### config.mk
export PLATFORM = sky130hd
export DESIGN_NAME = spi_txn_arbiter
export DESIGN_NICKNAME = d
export VERILOG_FILES = /design/src/rtl/spi_txn_arbiter.sv
export SDC_FILE = /design/constraint.sdc
export NUM_CORES = 1
export LEC_CHECK = 0
export CELL_PAD_IN_SITES_DETAIL_PLACEMENT = 0
export CELL_PAD_IN_SITES_GLOBAL_PLACEMENT = 1
export CORE_MARGIN = 5
export CORE_UTILIZATION = 28
export DETAILED_ROUTE_END_ITERATION = 8
export PLACE_DENSITY = 0.79
export SYNTH_ARGS = -nofsm -noshare
export SYNTH_HDL_FRONTEND = slang
export SYNTH_SLANG_ARGS = --single-unit
export TNS_END_PERCENT = 1
### constraint.sdc
create_clock -name clk -period 3.7 [get_ports clk]
set_clock_uncertainty 0.05 [all_clocks]
set_input_delay 0.74 -clock clk [delete_from_list [all_inputs] [get_ports clk]]
set_output_delay 0.74 -clock clk [all_outputs]
set_load 0.02 [all_outputs]
### src/rtl/spi_txn_arbiter.sv
// Round-robin arbiter that lends one SPI master controller to NREQ requesters,
// one transaction per grant, with a watchdog that aborts hung transactions.
module spi_txn_arbiter #(
    parameter int NREQ           = 4,
    parameter int TIMEOUT_CYCLES = 1024
) (
    input  logic              clk,
    input  logic              reset,
    input  logic [NREQ-1:0]   req_valid,
    input  logic [NREQ-1:0]   req_wr,
    input  logic [8*NREQ-1:0] req_addr,
    input  logic [8*NREQ-1:0] req_wdata,
    output logic [NREQ-1:0]   req_ready,
    output logic [NREQ-1:0]   rsp_valid,
    output logic [7:0]        rsp_rdata,
    output logic              rsp_error,
    output logic              rsp_timeout,
    output logic              ctrl_rst,
    output logic              ctrl_wr,
    output logic [7:0]        ctrl_addr,
    output logic [7:0]        ctrl_wdata,
    input  logic              ctrl_done,
    input  logic              ctrl_error,
    input  logic [7:0]        ctrl_rdata,
    output logic              busy,
    output logic [2:0]        grant_id
);

    localparam int PW  = $clog2(NREQ);
    localparam int WDW = $clog2(TIMEOUT_CYCLES + 1);

    typedef enum logic [1:0] {IDLE, RUN, RESP} state_t;

    state_t          state;
    logic [PW-1:0]   ptr;
    logic [PW-1:0]   win;
    logic            found;
    logic [WDW-1:0]  wd;
    logic            sel_wr;
    logic [7:0]      sel_addr;
    logic [7:0]      sel_wdata;

    function automatic logic [WDW-1:0] wd_sat_inc(input logic [WDW-1:0] v);
        return (v == {WDW{1'b1}}) ? v : v + WDW'(1);
    endfunction

    // Search starts just after the last winner, so the last winner has lowest priority.
    always_comb begin : pick
        logic [PW-1:0] cand;
        found = 1'b0;
        win   = ptr;
        cand  = ptr;
        for (int k = 1; k <= NREQ; k++) begin
            cand = PW'((int'(ptr) + k) % NREQ);
            if (!found && req_valid[cand]) begin
                found = 1'b1;
                win   = cand;
            end
        end
    end

    always_comb begin
        sel_wr    = 1'b0;
        sel_addr  = 8'h00;
        sel_wdata = 8'h00;
        for (int i = 0; i < NREQ; i++) begin
            if (win == PW'(i)) begin
                sel_wr    = req_wr[i];
                sel_addr  = req_addr[8*i +: 8];
                sel_wdata = req_wdata[8*i +: 8];
            end
        end
    end

    always_comb begin
        req_ready = '0;
        if (state == IDLE && found)
            req_ready[win] = 1'b1;
    end

    always_ff @(posedge clk) begin
        if (reset) begin
            state       <= IDLE;
            ptr         <= PW'(NREQ - 1);
            grant_id    <= 3'd0;
            wd          <= '0;
            busy        <= 1'b0;
            ctrl_rst    <= 1'b1;
            ctrl_wr     <= 1'b0;
            ctrl_addr   <= 8'h00;
            ctrl_wdata  <= 8'h00;
            rsp_valid   <= '0;
            rsp_rdata   <= 8'h00;
            rsp_error   <= 1'b0;
            rsp_timeout <= 1'b0;
        end else begin
            case (state)
                IDLE: begin
                    if (found) begin
                        ctrl_wr    <= sel_wr;
                        ctrl_addr  <= sel_addr;
                        ctrl_wdata <= sel_wdata;
                        grant_id   <= 3'(win);
                        ptr        <= win;
                        wd         <= '0;
                        busy       <= 1'b1;
                        ctrl_rst   <= 1'b0;
                        state      <= RUN;
                    end
                end
                RUN: begin
                    // Done has priority over an expiry landing on the same cycle.
                    if (ctrl_done) begin
                        rsp_valid      <= '0;
                        rsp_valid[ptr] <= 1'b1;
                        rsp_rdata      <= ctrl_rdata;
                        rsp_error      <= ctrl_error;
                        rsp_timeout    <= 1'b0;
                        ctrl_rst       <= 1'b1;
                        state          <= RESP;
                    end else if (wd == WDW'(TIMEOUT_CYCLES - 1)) begin
                        rsp_valid      <= '0;
                        rsp_valid[ptr] <= 1'b1;
                        rsp_rdata      <= 8'h00;
                        rsp_error      <= 1'b1;
                        rsp_timeout    <= 1'b1;
                        ctrl_rst       <= 1'b1;
                        state          <= RESP;
                    end else begin
                        wd <= wd_sat_inc(wd);
                    end
                end
                RESP: begin
                    rsp_valid   <= '0;
                    rsp_rdata   <= 8'h00;
                    rsp_error   <= 1'b0;
                    rsp_timeout <= 1'b0;
                    busy        <= 1'b0;
                    state       <= IDLE;
                end
                default: state <= IDLE;
            endcase
        end
    end

endmodule

==> impl_metrics.tcl <==
set metrics [dict create \
    power.total_mw 2.880 \
    hold_class "reg2reg" \
    ys_warn_count 0 \
    grt_pass1_vias 3053 \
    synth_ff_type "dfxtp_1" \
    synthesis.nets 463 \
    fin_tns_setup_ns 0 \
    cp-end-kind "output pin" \
    cts_resized 4 \
    crit_required_ns 2.91 \
    synthCells 374 \
    timing.rr.start "ptr[0]" \
    dieArea_sq_um 12880 \
    hp-start "ctrl_addr[5]" \
    grt_max_degree 37 \
    synth-adder-area-share_pct 2.087 \
    p_leak_nw 1.758 \
    start_kind "input port" \
    pre_cts_slack_ns -0.1924 \
    syn_to_final_growth_pct 49.25 \
    wl_per_cell_um 15.30 \
    cts_root_buf "clkbuf_8" \
    clk_pin_slew_worst_paths_ns 0.11 \
    synth_compound_area_share_pct 25.63 \
    clk_latency_ns 0.31 \
    async_flop_share_pct 0 \
    rr_worst_depth 9 \
    clock_path_buffers 2 \
    fin_cells 633 \
    port_buffers 122 \
    clkSinkCount 50 \
    slew_headroom_pct 63.83 \
    io_pins 124 \
    dr_total_vias 3108 \
    die_y_um 113.5 \
    synthSimpleGateAreaFrac_pct 21.95 \
    cts_tree "yes" \
    finalCritPeriodShare_pct 96.97 \
    routed_wl_mm 9.682 \
    min_to "ctrl_addr[5]" \
    avgViaCountPerCell 4.910 \
    max-vdd-ir-drop_mv 0.3266 \
    synth_edf_count 0 \
    mostFrequentLayoutCells "clkdlybuf4s50_1, nand2_1, dfxtp_1, a21oi_1, o211ai_1" \
    met2_length_mm 4.669 \
    finalNetCount 585 \
    netlist_area_sq_um 2998 \
    grt_setup_unrepaired "false" \
    fp.coreArea_sq_um 10370 \
    ys_ff_latch 50 \
    drv_cap 0 \
    drt_iter0_drc 119 \
    track_usage_pct 14.82 \
    synth.distinct_cells 48 \
    yosysSeqAreaShare_pct 33.39 \
    worstPathArrival_ns 2.80 \
    dr.pass1.iters 4 \
    layout_commonest_cell "clkdlybuf4s50_1" \
    cts_hold_buf 0 \
    dieWidth_um 113.5 \
    finalSetupViolCount 0 \
    dp_cells 625 \
    cp_max_fo 7 \
    dp_hpwl_mm 7.369 \
    rrSetupSlack_ns 0.89 \
    postPlaceCellArea_sq_um 4389 \
    antenna_cells 0 \
    synth-xor-area-share_pct 2.963 \
    hold_depth 2 \
    synth_top_family_by_area "compound AO/OA/AOI/OAI gates" \
    drc 0 \
    top_layer "met4" \
    numCtsBuffers 5 \
    tightest_slew_ns 0.5390 \
    stdcell_area_sq_um 4474 \
    hold_slack_ns 0.4312 \
    antenna_found_initial 0 \
    drive_above_1_share_pct 10.26 \
    start_util_pct 28.91 \
    status "finished, final reports clean" \
    rows 37 \
    finalHoldViolations 0 \
    post-cts-setup-buffers 0 \
    postRouteAntennaNets 0 \
    cts-htree-levels 2 \
    dr_wl_met3_um 629 \
    critPathKind "in2out" \
    power-per-cell-area_nw_per_um2 643.8 \
    fin_ws_ns 0.1121 \
    period_minus_slack_ns 3.588 \
    drv_slew 0 \
    max_freq_ghz 0.2787 \
    met1_length_mm 4.315 \
    r2r-end "ctrl_wdata[5]" \
    syn_area_per_cell_sq_um 8.016 \
    grt_overflow 0 \
    synthMuxAreaShare_pct 8.347 \
    grt_pass1_wl_mm 15.64 \
    globalplace.congestion 0.8030 \
    final_util_pct 43.15 \
]
==> per-layer routing <==
metal	global-route usage (%)	vias up
met2	25.25	92
li1	-	1562
met1	19.56	1449
met4	3.125	0
met5	0	-
met3	2.706	5
==> critical path: stages <==
cell and delay (ns):
clkdlybuf4s50_1 0.51, mux4_2 0.54, o21ba_2 0.33, xnor2_4 0.18
and2_1 0.16, dlygate4sd2_1 0.33
==> sequential cells by signal, summed over array words and instances (netlist names) <==
register,flops
ctrl_rst,1
busy,1
rsp_error,1
ctrl_addr,8
state,2
ctrl_wdata,8
rsp_rdata,8
rsp_valid,4
wd,11
rsp_timeout,1
ptr,2
ctrl_wr,1
grant_id,2
==> where the power goes <==
part / internal, mW / switching (mW) / leakage [nW]
Combinational: 0.808 / 1.03 / 1.30
Clock: 0.141 / 0.210 / 0.0502
Sequential: 0.631 / 0.0607 / 0.409
==> cells in the mapped netlist (2+ instances only) <==
cell type	count	share of area [%]
a21oi_1	40	6.7
a22o_1	14	4.1
and3_1	3	0.63
o211ai_1	24	6.0
and4_1	2	0.58
xnor2_1	4	1.2
buf_4	3	0.75
nor3_1	4	0.67
nor2_1	18	2.3
nand3_1	4	0.67
nor2_2	2	0.42
nor3b_1	2	0.50
nor2b_1	7	1.5
nand4_1	4	0.83
buf_6	2	0.75
inv_1	6	0.75
mux2i_1	19	6.3
dfxtp_1	50	33
nand2_1	91	11
clkbuf_1	16	2.0
ha_1	5	2.1
nand2b_1	2	0.42
mux4_2	2	1.5
nor4_1	2	0.42
buf_2	2	0.33
o21ai_0	9	1.5
and2_1	4	0.83
xor2_1	3	0.88
o211ai_2	10	4.2
a21o_1	2	0.50
==> layout make-up <==
| type | instances | area, sq um |
|---|---|---|
| tap | 136 | 170.2 |
| clock buffer | 5 | 68.82 |
| multi-input combinational | 292 | 1834 |
| fill | 1047 | 5896 |
| clock inverter | 3 | 28.78 |
| sequential | 50 | 1002 |
| timing repair buffer | 140 | 1344 |
| inverter | 7 | 26.28 |
==> worst max path at each step <==
stage	start	end	slack (ns)	cells after the start
after detailed placement	req_valid[3]	req_ready[2]	-0.19	7
after global routing	req_valid[3]	req_ready[1]	0.008	7
after CTS	req_valid[3]	req_ready[2]	0.07	7
after global placement	req_valid[3]	req_ready[2]	-0.13	7
final	req_valid[3]	req_ready[1]	0.11	6
after floorplan	ptr[0]	req_ready[3]	0.02	13
==> kinds of logic (layout without fill, tap and decap cells) <==
group / count (synthesis) / in the layout
AND/OR/NAND/NOR: 148 / 148
other: 1 / 1
adder cells (fa/ha/maj): 5 / 5
AO/OA/AOI/OAI: 108 / 108
flip-flops: 50 / 50
multiplexers: 22 / 22
buffers and inverters: 32 / 155
XOR/XNOR: 8 / 8
(Power assumes the default switching activity.)
==> variant 1: new RTL, same flow settings <==
Put one more register stage on the output `rsp_error`. The value now appears one clock later. The other outputs are not delayed to match.
--- a/src/rtl/spi_txn_arbiter.sv
+++ b/src/rtl/spi_txn_arbiter.sv
@@ -30,6 +30,8 @@
     localparam int WDW = $clog2(TIMEOUT_CYCLES + 1);
 
     typedef enum logic [1:0] {IDLE, RUN, RESP} state_t;
+
+    logic rsp_error_s0;
 
     state_t          state;
     logic [PW-1:0]   ptr;
@@ -91,7 +93,7 @@
             ctrl_wdata  <= 8'h00;
             rsp_valid   <= '0;
             rsp_rdata   <= 8'h00;
-            rsp_error   <= 1'b0;
+            rsp_error_s0 <= 1'b0;
             rsp_timeout <= 1'b0;
         end else begin
             case (state)
@@ -114,7 +116,7 @@
                         rsp_valid      <= '0;
                         rsp_valid[ptr] <= 1'b1;
                         rsp_rdata      <= ctrl_rdata;
-                        rsp_error      <= ctrl_error;
+                        rsp_error_s0   <= ctrl_error;
                         rsp_timeout    <= 1'b0;
                         ctrl_rst       <= 1'b1;
                         state          <= RESP;
@@ -122,7 +124,7 @@
                         rsp_valid      <= '0;
                         rsp_valid[ptr] <= 1'b1;
                         rsp_rdata      <= 8'h00;
-                        rsp_error      <= 1'b1;
+                        rsp_error_s0   <= 1'b1;
                         rsp_timeout    <= 1'b1;
                         ctrl_rst       <= 1'b1;
                         state          <= RESP;
@@ -133,7 +135,7 @@
                 RESP: begin
                     rsp_valid   <= '0;
                     rsp_rdata   <= 8'h00;
-                    rsp_error   <= 1'b0;
+                    rsp_error_s0 <= 1'b0;
                     rsp_timeout <= 1'b0;
                     busy        <= 1'b0;
                     state       <= IDLE;
@@ -143,5 +145,9 @@
         end
     end
 
+    always_ff @(posedge clk) begin
+        rsp_error <= rsp_error_s0;
+    end
+
 endmodule
 
Check against the original RTL: not equivalent (a bounded check fails within 4 cycles, from zero or initial values and one cycle with reset high).
==> variant 1 against the original RTL <==
  * Cell count is 1.1% higher
  * Utilization is 0.83 points lower
  * Sequential cell count is 1 higher
  * Routed wire length is 0.49% lower
  * Worst hold slack worse by 120 ps
  * Largest cell class unchanged
  * Non-clock buffer count is 2 higher
  * Synthesized area is 0.67% higher
  * Global-route usage is 0.33 points lower
  * Design area is 1.2% higher
  * Worst setup slack worse by 14 ps
  * Critical path depth is 1 higher
  * Power is 0.30% higher
  * Count of clock-buffer cells in the layout stayed put
==> variant 1: results <==
set metrics [dict create \
    dr.pass1.iters 5 \
    dp_hpwl_mm 7.36 \
    clock_power_mw 0.346 \
    grt_first_pass_wirelength_mm 15.4 \
    seq_share_pct 22.6 \
    ys_seq_area_share_pct 33.8 \
    r2r_slack_ps 1140 \
    drive_above_1_share_pct 10.4 \
    track_usage_pct 14.5 \
    nNetsFinal 588 \
    cpPeakStageDelay_ps 500 \
    crit_fanout 5 \
    arrival_ps 2810 \
    signal_buffers 142 \
    sw_frac_of_total_pct 44.9 \
    min_period_over_period_pct 97.4 \
    synthCells 375 \
    synthXorXnorAreaFrac_pct 2.94 \
    multiInputGateArea_um2 1840 \
    synth_compound_area_share_pct 25.5 \
    route.met2.wl_mm 4.74 \
    synth_common_cells "91 x nand2_1, 51 x dfxtp_1, 40 x a21oi_1" \
    muxShareOfSynthArea_pct 8.29 \
    tightest_slew_ps 592 \
    wire_per_inst_um 15.1 \
    status "complete, no violations" \
    met3_wirelength_um 509 \
    clk_share_pct 2.16 \
    p_seq_mw 0.701 \
    vias 3144 \
    n_fill_cell 1073 \
    via_per_inst 4.91 \
    buf_share_pct 30.2 \
]
-- variant 1: cell count changes after synthesis --
cell	delta
dfxtp_1	+1
-- variant 1: layer usage --
layer  vias up  GRT usage, %
li1       1576             -
met1      1462          18.3
met2        93          25.2
met3        13          2.60
met4         0          4.12
met5         -             0
-- variant 1: per-stage QoR --
stage | utilization, % | TNS (ps)
6_report | 42.3 | 0
5_1_grt | 42.3 | 0
4_1_cts | 42.3 | 0
3_5_place_dp | 41.4 | -514
3_3_place_gp | 41.4 | -365
2_1_floorplan | - | 0
-- variant 1: cells by family after synthesis --
logic type      after synthesis
fa+ha+maj                     5
flops                        51
other cells                   1
buf+inv                      32
simple gates                148
xor+xnor                      8
compound gates              108
mux                          22
-- variant 1: final timing paths --
path | startpoint | end | cells past startpoint
setup / recovery | req_valid[3] | req_ready[2] | 7
hold reg to reg | rsp_error_s0 | rsp_error | 0
hold / removal | rsp_error_s0 | rsp_error | 0
setup reg to reg | ptr[0] | ctrl_addr[7] | 9
==> variant 2: new RTL, same settings <==
Without the edit above. The parameter `TIMEOUT_CYCLES` goes from 1024 to 256.
--- a/src/rtl/spi_txn_arbiter.sv
+++ b/src/rtl/spi_txn_arbiter.sv
@@ -2,7 +2,7 @@
 // one transaction per grant, with a watchdog that aborts hung transactions.
 module spi_txn_arbiter #(
     parameter int NREQ           = 4,
-    parameter int TIMEOUT_CYCLES = 1024
+    parameter int TIMEOUT_CYCLES = 256
 ) (
     input  logic              clk,
     input  logic              reset,
Behaviour: same outputs for any inputs over 4 cycles, from zero or initial values and one cycle with reset high; that may be too few to reach the edited logic, so the function may still have changed.
==> variant 2 against the original RTL <==
  * Routed wire length shrank 9.6%
  * Synthesized area shrank 6.6%
  * Worst setup slack better by 63 ps
  * Sequential cell count down 2
  * Highest routed layer unchanged
  * Count of clock-buffer cells in the layout is 1 higher
  * Power up 0.59%
  * Design area shrank 4.1%
  * Global-route usage grew 0.10 points
==> variant 2: results <==
set metrics [dict create \
    max_cap_violations 0 \
    clock_power_mw 0.335 \
    synth.area.top_cells "dfxtp_1 34%, mux2i_1 6.8%, nand2_1 6.7%" \
    track_usage_pct 14.9 \
    grt_max_degree 37 \
    placed_area_um2 4180 \
    insertion_delay_ps 300 \
    status "complete, no violations" \
    wl_mm 8.76 \
    nNetsFinal 551 \
    synth_common_cells "50 x nand2_1, 48 x dfxtp_1, 42 x nor2_1" \
    arrival_ps 2740 \
    clk_pin_slew_ps 90 \
    cts_root_buf "clkbuf_8" \
    via_per_inst 4.87 \
    synth_compound_area_share_pct 19.4 \
    hold_viol_final 0 \
    yosys.area_share.adder_pct 3.13 \
    synth_edf_count 0 \
    diodes 0 \
    ys_types 50 \
    hp-class "flip-flop to flip-flop" \
    port-buffer-count 122 \
    drive_above_1_share_pct 9.76 \
    antenna_found_initial 0 \
    largest_reg_flops 9 \
    yosys_warnings 0 \
    numCtsBuffers 5 \
    dr.pass1.iters 5 \
    initialDrtViolationCount 105 \
    leakage_nw 1.70 \
    muxShareOfSynthArea_pct 10.8 \
    relSlewSlack_pct 35.8 \
    dp_hpwl_mm 6.68 \
    p_comb_mw 1.86 \
    grt_first_pass_wirelength_mm 14.2 \
    synthXorXnorAreaFrac_pct 1.88 \
    ir_worst_vdd_v 0.000342 \
    ys_seq_area_share_pct 34.3 \
    cts.path.max_buffers 2 \
    synthArstFlopShare_pct 0 \
    grt_pass1_vias 2951 \
    power_frac_clock_pct 11.5 \
    gp_congestion 0.824 \
    synth-main-ff-cell "dfxtp_1" \
    top_register "wd" \
    syn_nets 429 \
    crit_fanout 27 \
    h-tree-depth 2 \
    p_sw_mw 1.29 \
]
-- variant 2: path summary, 6_finish.rpt --
check	start	to	slack [ps]	depth (start not counted)
setup / recovery	req_valid[2]	req_ready[0]	170	9
hold / removal	grant_id[1]	grant_id[1]	420	2
setup reg to reg	ptr[0]	ctrl_wdata[3]	910	11
hold reg to reg	grant_id[1]	grant_id[1]	420	2
-- variant 2: repair_timing --
action / in CTS / in global routing
setup buffers: 0 / 1
cloned: 0 / 0
pin swaps: 0 / 0
endpoints found under the setup margin: 4 / 4
resized for setup: 8 / 3
hold endpoints to repair: 0 / 0
-- variant 2: final cells by class --
type | count | area, um2
repair buffers | 141 | 1360
well taps | 133 | 166
fillers | 1013 | 5480
inverters | 15 | 56.3
clock inverters | 2 | 13.8
flip-flops and latches | 48 | 961
clock buffers | 6 | 82.6
multi-input cells | 249 | 1650
-- variant 2: cell families after synthesis --
group | after synthesis
adder cells (fa/ha/maj) | 7
XOR/XNOR | 6
AND/OR/NAND/NOR | 139
AO/OA/AOI/OAI | 71
other | 1
buffers and inverters | 41
multiplexers | 25
flip-flops | 48
-- variant 2: through the flow --
stage               instances  setup slack, ps
floorplan                 338             80.0
global placement          585             -254
detailed placement        585             -307
CTS                       593            -19.3
global route              594             50.9
finish                    594              175
-- variant 2: metal layers --
metal  vias to the layer above  track usage, %  share of wire (%)
met5                         -               0                  0
met4                         0            3.47                1.0
met3                         6            5.13                7.8
met2                        85            25.9                 49
met1                      1373            17.7                 42
li1                       1431               -                  -
-- variant 2: worst max-delay path: stages --
cell and delay [ps]:
dlygate4sd2_1 290, buf_4 170, mux4_2 480, nand2b_1 130, nand4_1 130, and2_1 210, buf_6 180, nor3_2 230
buf_4 180
